## config.mk

```make
export PLATFORM = sky130hd
export DESIGN_NAME = rr_arbiter_4
export DESIGN_NICKNAME = d
export VERILOG_FILES = /design/src/rtl/rr_arbiter_4.sv
export SDC_FILE = /design/constraint.sdc
export NUM_CORES = 1
export LEC_CHECK = 0
export ABC_AREA = 1
export BUFFER_PORTS_ARGS = -buffer_cell sky130_fd_sc_hd__buf_2
export CAP_MARGIN = 20
export CELL_PAD_IN_SITES_DETAIL_PLACEMENT = 0
export CELL_PAD_IN_SITES_GLOBAL_PLACEMENT = 1
export CORE_ASPECT_RATIO = 1.2
export CORE_MARGIN = 2
export CORE_UTILIZATION = 36
export CTS_CLUSTER_SIZE = 40
export DETAILED_ROUTE_END_ITERATION = 6
export GPL_TIMING_DRIVEN = 1
export HOLD_SLACK_MARGIN = 0.1
export PLACE_DENSITY_LB_ADDON = 0.1
export SLEW_MARGIN = 20
export SYNTH_ARGS = -nofsm -noshare
export SYNTH_HDL_FRONTEND = slang
export SYNTH_SLANG_ARGS = --single-unit
```

## constraint.sdc

```tcl
create_clock -name clk -period 1.8 [get_ports clk]
set_input_delay 0.36 -clock clk [delete_from_list [all_inputs] [get_ports clk]]
set_output_delay 0.36 -clock clk [all_outputs]
set_load 0.01 [all_outputs]
```

## src/rtl/rr_arbiter_4.sv

```systemverilog
// Four-requester round-robin arbiter with a registered one-hot grant,
// grant locking while the owner keeps requesting, and a hold-time limit.
module rr_arbiter_4 #(
  parameter int MAX_HOLD = 8,
  parameter int HOLD_W   = 4
) (
  input  logic       clk,
  input  logic       rst_n,
  input  logic [3:0] req,
  output logic [3:0] grant,
  output logic [1:0] grant_idx,
  output logic       grant_valid,
  output logic       preempt
);

  typedef enum logic {IDLE, GRANT} state_e;

  localparam logic [HOLD_W-1:0] HOLD_LAST = HOLD_W'(MAX_HOLD - 1);

  state_e            state_q;
  logic [3:0]        grant_q;
  logic [1:0]        idx_q;
  logic [1:0]        ptr_q;
  logic [HOLD_W-1:0] hold_q;
  logic              preempt_q;

  logic [1:0] nxt;
  logic [3:0] others;
  logic       own_req;
  logic [2:0] idle_pick;
  logic [2:0] rot_pick;

  // Returns {found, index}; lower offsets from start are visited last so they win.
  function automatic logic [2:0] pick(input logic [1:0] start, input logic [3:0] r);
    logic [1:0] j;
    pick = 3'b000;
    for (int i = 3; i >= 0; i--) begin
      j = start + 2'(i);
      if (r[j]) pick = {1'b1, j};
    end
  endfunction

  always_comb begin
    nxt       = idx_q + 2'd1;
    own_req   = req[idx_q];
    others    = req & ~(4'b0001 << idx_q);
    idle_pick = pick(ptr_q, req);
    // Release and forced rotation both search from the slot after the owner,
    // and the owner never takes part in either search.
    rot_pick  = pick(nxt, others);
  end

  always_ff @(posedge clk or negedge rst_n) begin
    if (!rst_n) begin
      state_q   <= IDLE;
      grant_q   <= 4'b0000;
      idx_q     <= 2'd0;
      ptr_q     <= 2'd0;
      hold_q    <= '0;
      preempt_q <= 1'b0;
    end else begin
      preempt_q <= 1'b0;
      case (state_q)
        IDLE: begin
          if (idle_pick[2]) begin
            state_q <= GRANT;
            grant_q <= 4'b0001 << idle_pick[1:0];
            idx_q   <= idle_pick[1:0];
            hold_q  <= '0;
          end
        end
        GRANT: begin
          if (!own_req) begin
            ptr_q <= nxt;
            if (rot_pick[2]) begin
              grant_q <= 4'b0001 << rot_pick[1:0];
              idx_q   <= rot_pick[1:0];
              hold_q  <= '0;
            end else begin
              state_q <= IDLE;
              grant_q <= 4'b0000;
              idx_q   <= 2'd0;
              hold_q  <= '0;
            end
          end else if (hold_q < HOLD_LAST) begin
            hold_q <= hold_q + 1'b1;
          end else if (|others) begin
            ptr_q     <= nxt;
            grant_q   <= 4'b0001 << rot_pick[1:0];
            idx_q     <= rot_pick[1:0];
            hold_q    <= '0;
            preempt_q <= 1'b1;
          end
        end
        default: state_q <= IDLE;
      endcase
    end
  end

  assign grant       = grant_q;
  assign grant_idx   = idx_q;
  assign grant_valid = |grant_q;
  assign preempt     = preempt_q;

endmodule
```

==> results of run 1 <==
cells in the mapped netlist:
library cell | instances | area share, %
nand2_1 | 70 | 21
inv_1 | 24 | 7.1
nor2_1 | 24 | 7.1
nand3_1 | 20 | 7.9
dfrtp_1 | 14 | 28
a21oi_1 | 12 | 4.8
inv_2 | 9 | 2.7
nand2_2 | 6 | 3.0
ha_1 | 5 | 5.0
o21ai_0 | 5 | 2.0
nand3_2 | 3 | 2.4
a31oi_1 | 2 | 0.99
buf_6 | 2 | 1.8
nand2_4 | 2 | 1.8
nand4_1 | 2 | 0.99
o21ai_1 | 2 | 0.79
a21boi_2 | 1 | 0.89
buf_2 | 1 | 0.40
inv_4 | 1 | 0.50
o21ai_2 | 1 | 0.69
or4_1 | 1 | 0.60
state kept, by name, summed over array words and instances, names as in the netlist:
signal,flops
grant,4
preempt,1
state_q,1
hold_q,4
ptr_q,2
grant_idx,2
path summary, 6_finish.rpt:
| check | end | slack [ps] | depth (start not counted) |
|---|---|---|---|
| setup / recovery | grant[1] | 20 | 12 |
| hold / removal | hold_q[0] | 510 | 1 |
| setup reg to reg | grant[1] | 20 | 12 |
| hold reg to reg | hold_q[0] | 510 | 1 |
| max in group asynchronous | grant_idx[0] | 990 | 2 |
| min in group asynchronous | hold_q[0] | 540 | 2 |
metrics by stage:
stage	hold WS (ps)	instance area (µm²)	util (%)	TNS [ps]
2_1_floorplan	64.4	1270	-	0
3_5_place_dp	279	1410	42.3	-227
6_report	513	1620	48.7	0
4_1_cts	513	1540	46.2	-8.12
3_3_place_gp	271	1410	42.3	-40.2
5_1_grt	542	1620	48.7	-732
repair_timing:
item,in CTS,in global routing
hold buffers,1,0
setup endpoints to repair,5,11
pin swaps,8,6
resized for setup,13,20
hold endpoints to repair,14,0
setup buffers,4,3
critical path: cells and delay by family, from the launching register on:
kind	cells	cell delay, ps
buf+inv	2	230
fa+ha+maj	1	190
compound gates	2	290
simple gates	7	540
flops	1	420
area by class of cell:
cell class                      count  area share (%)
Timing Repair Buffer               28            11.1
Sequential cell                    14            21.7
Tap cell                           37            2.85
Clock buffer                        4            3.39
Multi-Input combinational cell    156            52.3
Inverter                           34            8.63
kinds of logic (layout without fill, tap and decap cells):
logic type	count (synthesis)	count (layout)	share of synthesized area, %
compound gates	23	23	10.1
flops	14	14	27.8
buf+inv	37	66	12.5
fa+ha+maj	5	5	4.96
simple gates	128	128	44.6
layer usage:
layer | part of all wire [%] | global-route usage (%)
met5 | 0 | 0
met4 | 1.2 | 9.01
met3 | 2.3 | 1.49
met2 | 52 | 32.2
met1 | 45 | 20.4
==> metrics.yaml, run 1 <==
worst-slew-pin-transition_ps: 338
port_buffers: 13
slowest_delay_ps: 420
grt_util_all_layers_pct: 17.6
grt_pass1_vias: 1268
cap_violations: 0
crit_type: "reg2reg"
detail_route.wl_per_cell_um: 11.8
grt_max_degree: 15
ys_seq_area_share_pct: 27.8
hold_path.class: "reg2reg"
antenna_found_initial: 0
cts_buffers: 3
multi_input_area_um2: 850
clk_pin_slew_ps: 60
core_area_um2: 3340
final_layout_size_suffix_gt1_share_pct: 33.5
r2r_start: "grant_idx[1]"
clockBufferDepth: 2
report.final.hold_viol_count: 0
die-height_um: 68.8
slew-limit-headroom_pct: 77.4
period_share_pct: 98.7
synth_cell_types: 21
syn_inst: 207
max_freq_ghz: 0.563
finalMaxSlewViolations: 0
area_growth_pct: 28.8
ios: 14
startpoint: "grant_idx[1]"
final.setup_skew_ps: 0.815
rsz0062_at_grt: "yes"
synth_fp_nets: 218
start_util_pct: 37.8
fill_cells: 356
cts_tree: "done"
fin_cells: 273
overflow: 0
first_pass_iters: 5
dieArea_um2: 3990
crit_path_end_kind: "register"
dp_slack_ps: -68.7
remaining_drc_errors: 0
ctsHtreeMaxLevel: 1
dpl.hpwl_um: 2550
ys_seq_elements: 14
final_common_cell: "nand2_1"
run_status: "complete, no violations"
first_iter_violations: 32
nets: 248
worst_slack_ps: 23.2
slowest_stage: "dfrtp_1"
postRouteAntennaNets: 0
worstPathMaxFanout: 4
hold_path_startpoint: "hold_q[0]"
synth_area_per_cell_um2: 6.09
yosysWarnings: 0
synthesis.area_um2: 1260
clock_latency_ps: 240
worstSetupStartpointType: "register"
core.rowCount: 23
globalplace.congestion: 0.854
crit_required_ps: 1940
n_antenna_cell: 0
clock-sinks: 14
chipWidth_um: 58.0
arrival_ps: 1910
place_inst: 261
final_cell_mix: "nand2_1, inv_1, nand3_1, nor2_1, buf_4"
worstPathCellList: "buf_4, ha_1, inv_1, nand3_2, a21oi_2, nand2_1, nand2_1, nand2_2, a21boi_4, nor2_2, nor2_1, nor2_1"
min_period_ps: 1780
avgViaCountPerCell: 4.99
num_vias: 1362
drt-total-wl_um: 3210
cts_root_buf: "clkbuf_8"
grt_pass1_wl_um: 5410
ff_latch_area_um2: 353
setup_viol: 0
Power of run 1 is left out: the tool's default activity adds up to more than one toggle a clock period on the data nets, which glitch-free logic cannot reach.
==> inputs of run 2 (changes only) <==
--- a/config.mk
+++ b/config.mk
@@ -12,7 +12,7 @@
 export CELL_PAD_IN_SITES_GLOBAL_PLACEMENT = 1
 export CORE_ASPECT_RATIO = 1.2
 export CORE_MARGIN = 2
-export CORE_UTILIZATION = 36
+export CORE_UTILIZATION = 40
 export CTS_CLUSTER_SIZE = 40
 export DETAILED_ROUTE_END_ITERATION = 6
 export GPL_TIMING_DRIVEN = 1
==> constraint.sdc (replaced) <==
create_clock -name clk -period 2 [get_ports clk]
set_input_delay 0.4 -clock clk [delete_from_list [all_inputs] [get_ports clk]]
set_output_delay 0.4 -clock clk [all_outputs]
set_load 0.01 [all_outputs]
==> run 2 against run 1 <==
Critical path depth unchanged. Global-route usage increased by 1.5 points. Cell area decreased by 10%. Die area decreased by 9.4%. Clock skew increased by 1.9 ps. Count of clock-buffer cells in the layout unchanged. Flip-flop and latch count unchanged. Final cell count decreased by 4.0%. First-iteration DRC count decreased by 53%. Hold slack got worse by 4.3 ps. Critical path type unchanged. Critical endpoint is now grant[0]. Highest routed layer unchanged.
==> metrics.yaml, run 2 (synthesis results as in run 1) <==
dieArea_um2: 3620  # -9.4%
worst_slack_ps: 165  # +142 ps
final_cell_mix: "nand2_1, inv_1, nor2_1, nand3_1, dfrtp_1"
cap_violations: 0  # unchanged
worst-slew-pin-transition_ps: 380  # +41.8 ps
die-height_um: 65.5  # -4.8%
grt_util_all_layers_pct: 19.1  # +1.5 points
dpl.hpwl_um: 2510  # -1.5%
cts_tree: "done"
max_freq_ghz: 0.545  # -3.2%
num_vias: 1327  # -2.6%
antenna_found_initial: 0  # unchanged
grt_pass1_vias: 1298  # +2.4%
final_common_cell: "nand2_1"
clockBufferDepth: 2  # unchanged
crit_required_ps: 2170  # +230 ps
remaining_drc_errors: 0  # unchanged
setup_viol: 0  # unchanged
final_layout_size_suffix_gt1_share_pct: 23.0  # -10 points
period_share_pct: 91.8  # -6.9 points
crit_type: "reg2reg"
n_antenna_cell: 0  # unchanged
core_area_um2: 3030  # -9.3%
rsz0062_at_grt: "yes"
p_per_area_nw_per_um2: 2000
postRouteAntennaNets: 0  # unchanged
post-route-util_pct: 48.2  # -0.43 points
port_buffers: 13  # unchanged
area_growth_pct: 15.8
chipWidth_um: 55.3  # -4.8%
hold_path.class: "reg2reg"
overflow: 0  # unchanged
globalplace.congestion: 0.827  # -3.2%
first_pass_iters: 5  # unchanged
ctsHtreeMaxLevel: 1  # unchanged
nets: 238  # -4.0%
run_status: "complete, no violations"
crit_path_end_kind: "register"
clock-sinks: 14  # unchanged
ios: 14  # unchanged
finalMaxSlewViolations: 0  # unchanged
fill_cells: 344  # -3.4%
start_util_pct: 41.7  # +3.9 points
core.rowCount: 22  # -4.3%
report.final.hold_viol_count: 0  # unchanged
detail_route.wl_per_cell_um: 11.8  # +0.20%
clk_pin_slew_ps: 90  # +30 ps
worstSetupStartpointType: "register"
first_iter_violations: 15  # -53%
slew-limit-headroom_pct: 74.7  # -2.8 points
arrival_ps: 2010  # +100 ps
final.setup_skew_ps: 2.74  # +1.93 ps
drt-total-wl_um: 3090  # -3.8%
tns_ps: 0  # unchanged
clock_latency_ps: 280  # +40 ps
min_period_ps: 1840  # +58.4 ps
peakVddDrop_v: 0.000847
grt_pass1_wl_um: 5600  # +3.6%
cts_root_buf: "clkbuf_4"
power_leakage_nw: 0.843
avgViaCountPerCell: 5.06  # +1.5%
grt_max_degree: 15  # unchanged
dp_slack_ps: 46.3  # +115 ps
cts_buffers: 3  # unchanged
worstPathMaxFanout: 10  # +6
-- run 2: cell count changes in the layout (fill, tap and decap cells not counted), sizes merged --
cell and delta:
buf -10
-- run 2: per-layer routing --
layer / global-route usage (%) / vias to the layer above / share of wire (%)
met2: 35.0 / 36 / 51
met3: 1.77 / 6 / 3.1
met5: 0 / - / 0
met1: 22.2 / 598 / 44
met4: 9.45 / 0 / 2.0
li1: - / 687 / -
-- run 2: metrics by stage --
stage / cells / instance area, µm² / hold slack, ps / total power [mW]
after CTS: 262 / 1420 / 509 / 2.85
after global placement: 257 / 1370 / 313 / 2.59
final: 262 / 1460 / 509 / 2.92
after floorplan: 207 / 1260 / 104 / 2.15
after detailed placement: 257 / 1370 / 320 / 2.63
after global routing: 262 / 1460 / 531 / 3.28
-- run 2: area by class of cell --
type / instances / area [µm²] / share of cell area (%)
inverter: 34 / 135 / 9.25
timing repair buffer: 18 / 109 / 7.45
sequential: 14 / 350 / 24.0
clock buffer: 4 / 36.3 / 2.49
multi-input combinational: 156 / 785 / 53.7
tap: 36 / 45.0 / 3.08
-- run 2: timing repair --
action	4_1_cts	5_1_grt
endpoints found under the hold margin	14	0
resized for setup	0	12
setup buffers	0	0
endpoints found under the setup margin	0	7
hold buffers	1	0
-- run 2: path summary, 6_finish.rpt --
path,start,to,slack (ps),cells after the start
setup reg to reg,grant_idx[0],grant[0],160,12
max in group asynchronous,rst_n,grant_idx[1],1220,2
hold reg to reg,hold_q[3],hold_q[3],510,2
hold / removal,hold_q[3],hold_q[3],510,2
setup / recovery,grant_idx[0],grant[0],160,12
min in group asynchronous,rst_n,ptr_q[1],540,2
-- run 2: worst max-delay path, stage by stage (launching register included) --
cell and delay, ps:
dfrtp_1 430, buf_4 180, ha_2 200, nor2_2 120, inv_1 60, nand4_1 140
nand2_2 80, nand3_1 80, nand2_2 100, clkinv_4 100, nand2_1 60, nor2_1 110
nor2_1 60
-- run 2: power by group --
| group | switching [mW] | internal [mW] | leakage (nW) | total, mW |
|---|---|---|---|---|
| sequential | 0.133 | 0.408 | 0.172 | 0.541 |
| clock | 0.0952 | 0.111 | 0.0210 | 0.206 |
| combinational | 1.38 | 0.789 | 0.650 | 2.17 |
Power figures use the tool's default switching activity.
